<file path="config.mk">
export PLATFORM = sky130hd
export DESIGN_NAME = rf_access_ctrl_flat
export DESIGN_NICKNAME = d
export VERILOG_FILES = /design/src/rtl/rf_access_ctrl_if.sv /design/src/rtl/rf_access_ctrl.sv /design/src/flat_wrapper.sv
export SDC_FILE = /design/constraint.sdc
export NUM_CORES = 1
export LEC_CHECK = 0
export CAP_MARGIN = 30
export CORE_MARGIN = 4
export CORE_UTILIZATION = 46
export DETAILED_ROUTE_END_ITERATION = 8
export PLACE_DENSITY_LB_ADDON = 0.15
export SLEW_MARGIN = 30
export SYNTH_ARGS = -nofsm -noshare
export SYNTH_HDL_FRONTEND = slang
export SYNTH_SLANG_ARGS = --single-unit
</file>
<file path="constraint.sdc">
create_clock -name CLK -period 1.8 [get_ports CLK]
set_input_delay 0.18 -clock CLK [delete_from_list [all_inputs] [get_ports CLK]]
set_output_delay 0.18 -clock CLK [all_outputs]
set_load 0.01 [all_outputs]
</file>
<file path="src/rtl/rf_access_ctrl_if.sv">
// rf_access_ctrl_if: byte-stream, register-file and transmit signals of the command controller
interface rf_access_ctrl_if #(
  parameter int DATA_WIDTH = 8,
  parameter int ADDR_WIDTH = 3
);
  logic [DATA_WIDTH-1:0] Rx_Data;
  logic                  Rx_Valid;
  logic [DATA_WIDTH-1:0] WrData;
  logic [ADDR_WIDTH-1:0] Address;
  logic                  WrEn;
  logic                  RdEn;
  logic [DATA_WIDTH-1:0] RdData;
  logic [DATA_WIDTH-1:0] Tx_Data;
  logic                  Tx_Valid;
  logic                  Tx_Busy;
  logic                  Ctrl_Busy;
  modport master (
    input  Rx_Data, Rx_Valid, RdData, Tx_Busy,
    output WrData, Address, WrEn, RdEn, Tx_Data, Tx_Valid, Ctrl_Busy
  );
  modport slave (
    output Rx_Data, Rx_Valid, RdData, Tx_Busy,
    input  WrData, Address, WrEn, RdEn, Tx_Data, Tx_Valid, Ctrl_Busy
  );
endinterface

</file>
<file path="src/rtl/rf_access_ctrl.sv">
// rf_access_ctrl: turns framed command bytes into register-file write/read strobes and sends read data to TX
module rf_access_ctrl #(
  parameter int                    DATA_WIDTH = 8,
  parameter int                    ADDR_WIDTH = 3,
  parameter logic [DATA_WIDTH-1:0] WR_CMD     = 8'hAA,
  parameter logic [DATA_WIDTH-1:0] RD_CMD     = 8'hBB
) (
  input  logic          CLK,
  input  logic          RST,
  rf_access_ctrl_if.master bus
);
  typedef enum logic [2:0] {IDLE, WR_ADDR, WR_DATA, RD_ADDR, RD_STROBE, RD_CAPTURE, TX_WAIT} state_t;
  state_t                state_q, state_d;
  logic [ADDR_WIDTH-1:0] addr_q, addr_d;
  logic [DATA_WIDTH-1:0] wrdata_q, wrdata_d, txdata_q, txdata_d, cap_q, cap_d;
  logic                  wren_q, wren_d, rden_q, rden_d, txvalid_q, txvalid_d;
  always_ff @(posedge CLK or posedge RST)
    if (RST) begin
      state_q   <= IDLE;
      addr_q    <= '0;
      wrdata_q  <= '0;
      txdata_q  <= '0;
      cap_q     <= '0;
      wren_q    <= 1'b0;
      rden_q    <= 1'b0;
      txvalid_q <= 1'b0;
    end else begin
      state_q   <= state_d;
      addr_q    <= addr_d;
      wrdata_q  <= wrdata_d;
      txdata_q  <= txdata_d;
      cap_q     <= cap_d;
      wren_q    <= wren_d;
      rden_q    <= rden_d;
      txvalid_q <= txvalid_d;
    end
  // WR_DATA is left only in the WrEn cycle, so a byte arriving alongside WrEn is dropped
  always_comb begin
    state_d   = state_q;
    addr_d    = addr_q;
    wrdata_d  = wrdata_q;
    txdata_d  = txdata_q;
    cap_d     = cap_q;
    wren_d    = 1'b0;
    rden_d    = 1'b0;
    txvalid_d = 1'b0;
    case (state_q)
      IDLE:
        if (bus.Rx_Valid)
          state_d = bus.Rx_Data == WR_CMD ? WR_ADDR : bus.Rx_Data == RD_CMD ? RD_ADDR : IDLE;
      WR_ADDR:
        if (bus.Rx_Valid) begin
          addr_d  = bus.Rx_Data[ADDR_WIDTH-1:0];
          state_d = WR_DATA;
        end
      WR_DATA:
        if (wren_q) state_d = IDLE;
        else if (bus.Rx_Valid) begin
          wrdata_d = bus.Rx_Data;
          wren_d   = 1'b1;
        end
      RD_ADDR:
        if (bus.Rx_Valid) begin
          addr_d  = bus.Rx_Data[ADDR_WIDTH-1:0];
          rden_d  = 1'b1;
          state_d = RD_STROBE;
        end
      RD_STROBE: state_d = RD_CAPTURE;
      RD_CAPTURE: begin
        cap_d   = bus.RdData;
        state_d = TX_WAIT;
      end
      TX_WAIT:
        if (!bus.Tx_Busy) begin
          txdata_d  = cap_q;
          txvalid_d = 1'b1;
          state_d   = IDLE;
        end
      default: state_d = IDLE;
    endcase
  end
  assign bus.WrData    = wrdata_q;
  assign bus.Address   = addr_q;
  assign bus.WrEn      = wren_q;
  assign bus.RdEn      = rden_q;
  assign bus.Tx_Data   = txdata_q;
  assign bus.Tx_Valid  = txvalid_q;
  assign bus.Ctrl_Busy = state_q != IDLE;
endmodule
</file>
<file path="src/flat_wrapper.sv">
// flat-port wrapper written by rule: the top's interface ports become plain ports
module rf_access_ctrl_flat 
#(
  parameter int                    DATA_WIDTH = 8,
  parameter int                    ADDR_WIDTH = 3,
  parameter logic [DATA_WIDTH-1:0] WR_CMD     = 8'hAA,
  parameter logic [DATA_WIDTH-1:0] RD_CMD     = 8'hBB
)
  (CLK, RST, bus_Rx_Data, bus_Rx_Valid, bus_RdData, bus_Tx_Busy, bus_WrData, bus_Address, bus_WrEn, bus_RdEn, bus_Tx_Data, bus_Tx_Valid, bus_Ctrl_Busy);
  rf_access_ctrl_if #(.DATA_WIDTH(DATA_WIDTH), .ADDR_WIDTH(ADDR_WIDTH)) bus_i ();
  input  logic CLK;
  input  logic RST;
  input wire logic [$bits(bus_i.Rx_Data)-1:0] bus_Rx_Data;
  input wire logic [$bits(bus_i.Rx_Valid)-1:0] bus_Rx_Valid;
  input wire logic [$bits(bus_i.RdData)-1:0] bus_RdData;
  input wire logic [$bits(bus_i.Tx_Busy)-1:0] bus_Tx_Busy;
  output wire logic [$bits(bus_i.WrData)-1:0] bus_WrData;
  output wire logic [$bits(bus_i.Address)-1:0] bus_Address;
  output wire logic [$bits(bus_i.WrEn)-1:0] bus_WrEn;
  output wire logic [$bits(bus_i.RdEn)-1:0] bus_RdEn;
  output wire logic [$bits(bus_i.Tx_Data)-1:0] bus_Tx_Data;
  output wire logic [$bits(bus_i.Tx_Valid)-1:0] bus_Tx_Valid;
  output wire logic [$bits(bus_i.Ctrl_Busy)-1:0] bus_Ctrl_Busy;
  assign bus_i.Rx_Data = bus_Rx_Data;
  assign bus_i.Rx_Valid = bus_Rx_Valid;
  assign bus_i.RdData = bus_RdData;
  assign bus_i.Tx_Busy = bus_Tx_Busy;
  assign bus_WrData = bus_i.WrData;
  assign bus_Address = bus_i.Address;
  assign bus_WrEn = bus_i.WrEn;
  assign bus_RdEn = bus_i.RdEn;
  assign bus_Tx_Data = bus_i.Tx_Data;
  assign bus_Tx_Valid = bus_i.Tx_Valid;
  assign bus_Ctrl_Busy = bus_i.Ctrl_Busy;
  rf_access_ctrl #(.DATA_WIDTH(DATA_WIDTH), .ADDR_WIDTH(ADDR_WIDTH), .WR_CMD(WR_CMD), .RD_CMD(RD_CMD)) u_core (.CLK(CLK), .RST(RST), .bus(bus_i));
endmodule
</file>
After elaboration in Yosys (flattened, before gate mapping). Index checks and enable logic that the tools add are counted.

Equal/unequal tests: 13. Mux-type cells: 14. Bitwise logic cells: 2. Reductions and logical operators: 7.

Operators with widths (number): $pmux W3 S7 (1); $mux W3 (6); $eq A8 B8 Y1 const B (2); $eq A3 B3 Y1 const B (3); $ne A2 B2 Y1 const B (4); $eq A3 B2 Y1 const B (2); $mux W1 (6); $reduce_and A5 Y1 (1); $reduce_and A2 Y1 (2); $eq A3 B1 Y1 const B (1); $logic_not A3 Y1 (1); $reduce_and A3 Y1 (1); $reduce_bool A3 Y1 (1); $mux W2 (1); $ne A2 B1 Y1 const B (1); $not A1 Y1 (2); $reduce_or A2 Y1 (1).

Register bits: 33. Output and inout bits: 23. Word-level logic and storage cells: 44.

Longest topological paths before layout.
Depth in word-level cells: 5. Mapped depth: 5.

Least setup slack after synthesis. No wires, ideal clock.

Path kind: flip-flop to flip-flop. Start: register u_core.state_q[0]. End: register u_core.wrdata_q[0] (netlist: u_core.bus.WrData[0]). Data arrival time: 1.211 ns. Setup slack: 0.464 ns. Stages on the path, launching flop included: 6. Path buffers: 2. Period minus slack after synthesis: 1.336 ns. Cell sequence: dfrtp_1 -> buf_4 -> nor2_1 -> and4b_1 -> buf_6 -> mux2_4.

Longest elaborated chain between the ends: 2.

Ends and longest elaborated chain: start: declaration (line rf_access_ctrl.sv:13) `state_t state_q, state_d;`; start signal: assignment (line rf_access_ctrl.sv:28) `state_q <= state_d;`; $eq A3 B2 Y1 (line rf_access_ctrl.sv:47) `case (state_q)`; $reduce_and A3 Y1 (no line); end signal: assignment (line rf_access_ctrl.sv:30) `wrdata_q <= wrdata_d;`; end: declaration (line rf_access_ctrl.sv:15) `logic [DATA_WIDTH-1:0] wrdata_q, wrdata_d, txdata_q, txdata_d, cap_q, cap_d;`.

Every way passes these cells. A chain may end at the register's enable or synchronous reset.

Final worst setup path.
Start: register u_core.state_q[0]. End: output bus_Ctrl_Busy.

Longest elaborated chain between the ends: 1.

Ends and longest elaborated chain: $reduce_bool A3 Y1 (line rf_access_ctrl.sv:88) `assign bus.Ctrl_Busy = state_q != IDLE;`; end: declaration (line flat_wrapper.sv:23) `output wire logic [$bits(bus_i.Ctrl_Busy)-1:0] bus_Ctrl_Busy;`.

Every way passes these cells.

==> metrics list <==
- The run finished with clean final reports.
* Vias in the first global route: 995
* Required time of the worst setup path: 1.62 ns
- Commonest register cell after synthesis: dfrtp_1
- Synth Area in Adders: 0%
* Core region area: 0.002853 sq mm
- Endpoints failing setup: 0
* Met1 wire length: 1223 um
- The netlist uses 26 different library cells.
- Average size of a mapped cell: 15.16 sq um
* Main combinational cell family by area after synthesis: multiplexers
- Pin count of the biggest net entering global routing: 34
* Library cell with the highest instance count after synthesis: dfrtp_1
* Headroom to the max-slew limit: 73.44%
- In this run, synthesis produced a sequential element count of 33.
- On the critical path, the stage with the largest delay is an instance of or3_2.
* Net count after synthesis: 113
- Yosys printed 0 warnings.
* Max cap viols: 0
- The die covers 0.004015 sq mm.
- Yosys attributes the largest share of cell area to dfrtp_1 59%, mux2_2 15%, mux2_4 9.6%, buf_6 2.4%, and4b_1 1.4%.
* Dpl cells: 167
- The net count of the finished layout is 163.
* Worst path top cell family by delay: simple AND/OR/NAND/NOR gates
* Actual transition at the worst max-transition pin: 0.3983 ns
- Number of buffers inserted during clock tree synthesis: 5
- Counting flops with an async set or reset pin after synthesis yields a share of 100.0%.
* Rows: 19
- DRC violations left: 0
* Cell type with the highest aggregate area in the netlist: dfrtp_1
* Detailed-routing iteration count for the pre-antenna-repair pass: 4
* Period Utilization, post-route: 91.32%
- Unrepaired setup endpoints after global routing: false
- Traced cell by cell, the critical path runs through or3_2, dlygate4sd2_1.
- Gate Count Post-Synth: 93
* Proportion of synthesized chip area in sequential cells: 58.56%
* Number of diodes added for antenna fixing: 0
* Number of antenna violations at the first check in global routing: 0
- Counting every sink on the clock net gives 33.
- Relative to the synthesized area, the layout overhead comes to 35.85%.
- For this run, the total global-route usage over all layers was measured as 15.15%.
- Leaving out filler cells and counting taps, the final layout contains 175.
- In this design, the stage delay of the slowest critical-path cell is 0.46 ns.
- Count of port buffers added during placement: 42
* Post-synthesis simple-gate area fraction: 8.252%
* Number of violations reported at the end of detailed-routing iteration 0: 19
* Horiz. Die Dim: 63.37 um
- Hold Crit Class: in -> async
* Die Y: 63.37 um
- Post-synth EDFFs: 0
- FMAX: 608.4 MHz
- Met3 wire len: 221 um
* Hold Violations, Final: 0
- The cell sitting at the root of the clock tree is a clkbuf_4.
- By startpoint and endpoint, the worst setup path is classified as reg -> out.
- In this run the remaining antenna-violating nets after routing total 0.
- The worst-case IR drop observed on VDD is 0.0009082 V.
- During I/O placement, the number of pins put on the boundary was 43.
- Buffers & Inverters on Critical Path: 1
- Share of post-route cells with drive strength above 1: 32.64%
- Dividing the detail-routed wire length by the instance count gives 15.41 um.
- The routed layout has 890 vias.
- Skew final: 0.01641 ns
* Sum of negative setup slack: 0 ns
* Worst-path maximum fanout: 2
- In the detailed route, the total length drawn on met2 is 1205 um.
* Post-detailed-route via-to-cell ratio: 5.086
- Total congestion overflow after global routing: 0
- The first global-routing pass estimated 4581 um of wire.
* Highest signal layer in the routed design: met4
* Power density relative to cell area: 1353 mW/mm^2
- The longest clock path from root to sink contains 2 buffers.
- For this design the static power due to leakage is 0.8803 nW.
* H-Tree Depth: 2
- At the end of routability-driven placement, the weighted congestion stood at 0.7413.
- Clock network latency to the later pin of the worst-skew pair: 0.34 ns
- Once the floorplan was initialized, standard cells occupied 49.43% of the core.
- Number of pins exceeding their max-slew limit in the final report: 0
* Crit path launch type: flip-flop
- Compound-gate portion of the synthesized area: 3.549%
- Of the total synthesized cell area, the portion taken by XOR and XNOR cells is 0.6211%.
- For this block, the routed nets add up to 2697 um of wire.
* Overall power: 2.591 mW
- TritonCTS built the clock tree.
* Most numerous cell types in the synthesized netlist: 33 x dfrtp_1, 19 x mux2_2, 9 x mux2_4
- The portion of synthesized area spent on multiplexers is 24.76%.
- Clock transition at the registers of the reported paths: 0.11 ns
- Time the final worst path needs with I/O delays and setup: 1.644 ns
* Share of Yosys cell area claimed by the top area cell type: 58.56%
- Type of element capturing the critical path: output port
* Arrival @ worst endpoint: 1.46 ns
- Summing every instance area after synthesis gives 0.001410 sq mm.
-- worst reg2reg max path: cells and delay by family, from the launching register on --
| family | cells | cell delay [ns] |
|---|---|---|
| muxes | 1 | 0.32 |
| and+or+nand+nor | 2 | 0.27 |
| DFF | 1 | 0.39 |
| buffers and inverters | 2 | 0.36 |
-- final cells by class --
class,instances,area (sq um)
Clock buffer,6,41.29
Clock inverter,2,10.01
Fill cell,222,937.1
Inverter,3,11.26
Multi-Input combinational cell,52,524.3
Sequential cell,33,825.8
Tap cell,31,38.79
Timing Repair Buffer,48,464.2
-- layer usage --
layer | vias up | GRT usage [%]
met5 | - | 0
met4 | 0 | 5.660
met3 | 5 | 8.171
met2 | 30 | 22.43
met1 | 432 | 18.54
li1 | 423 | -
-- flip-flops by register name, summed over array words and instances, names as in the netlist --
signal,cells
u_core.bus.Tx_Data,8
u_core.bus.WrData,8
u_core.cap_q,8
u_core.bus.Address,3
u_core.state_q,3
u_core.bus.RdEn,1
u_core.bus.Tx_Valid,1
u_core.bus.WrEn,1
-- final timing paths --
check                      cells after the start               endpoint  slack, ns               from
setup / recovery                               2          bus_Ctrl_Busy       0.16  u_core.state_q[0]
hold / removal                                 3   u_core.bus.WrData[3]       0.21                RST
setup reg to reg                               5   u_core.bus.WrData[6]       0.35  u_core.state_q[0]
hold reg to reg                                1  u_core.bus.Tx_Data[6]       0.51    u_core.cap_q[6]
max in group asynchronous                      3  u_core.bus.Address[1]       1.29                RST
min in group CLK                               2        u_core.cap_q[7]       0.46      bus_RdData[7]
-- report_power, final --
| group | internal, mW | total, mW | switching (mW) | leakage (nW) |
|---|---|---|---|---|
| clock network | 0.149 | 0.386 | 0.237 | 0.0320 |
| registers | 1.01 | 1.15 | 0.144 | 0.418 |
| logic | 0.688 | 1.05 | 0.362 | 0.430 |
-- kinds of logic (layout without fill, tap and decap cells) --
| kind of cell | Yosys count | count (layout) |
|---|---|---|
| XOR/XNOR | 1 | 1 |
| buffers and inverters | 8 | 59 |
| flip-flops | 33 | 33 |
| multiplexers | 28 | 28 |
| AO/OA/AOI/OAI | 7 | 7 |
| AND/OR/NAND/NOR | 16 | 16 |
-- what timing repair did --
| item | in CTS | in global routing |
|---|---|---|
| endpoints found under the setup margin | 1 | 0 |
| buffers inserted | 0 | 0 |
| hold buffers | 0 | 0 |
| resized for setup | 1 | 0 |
| hold endpoints to repair | 0 | 0 |
-- metrics by stage --
stage	setup slack [ns]	area, sq um	util (%)	hold WS, ns
6_report	0.1563	1916	67.15	0.2137
2_1_floorplan	0.4643	1410	-	0.2728
3_5_place_dp	0.2087	1866	65.39	0.4906
5_1_grt	0.09848	1916	67.15	0.2455
3_3_place_gp	0.2268	1866	65.39	0.4793
4_1_cts	0.1313	1916	67.15	0.2212
-- cell usage in the layout, fill, tap and decap left out, types with 2 or more instances in the layout --
master           synthesis  final
mux2_4                   9      9
buf_4                    2      6
mux2_2                  19     19
clkdlybuf4s50_1          0     41
and4b_1                  2      2
nand2_1                  3      3
inv_1                    3      3
clkinv_2                 0      2
nor2_1                   2      2
clkbuf_4                 0      5
dfrtp_1                 33     33
No activity file was read; power rests on OpenSTA's default activity.
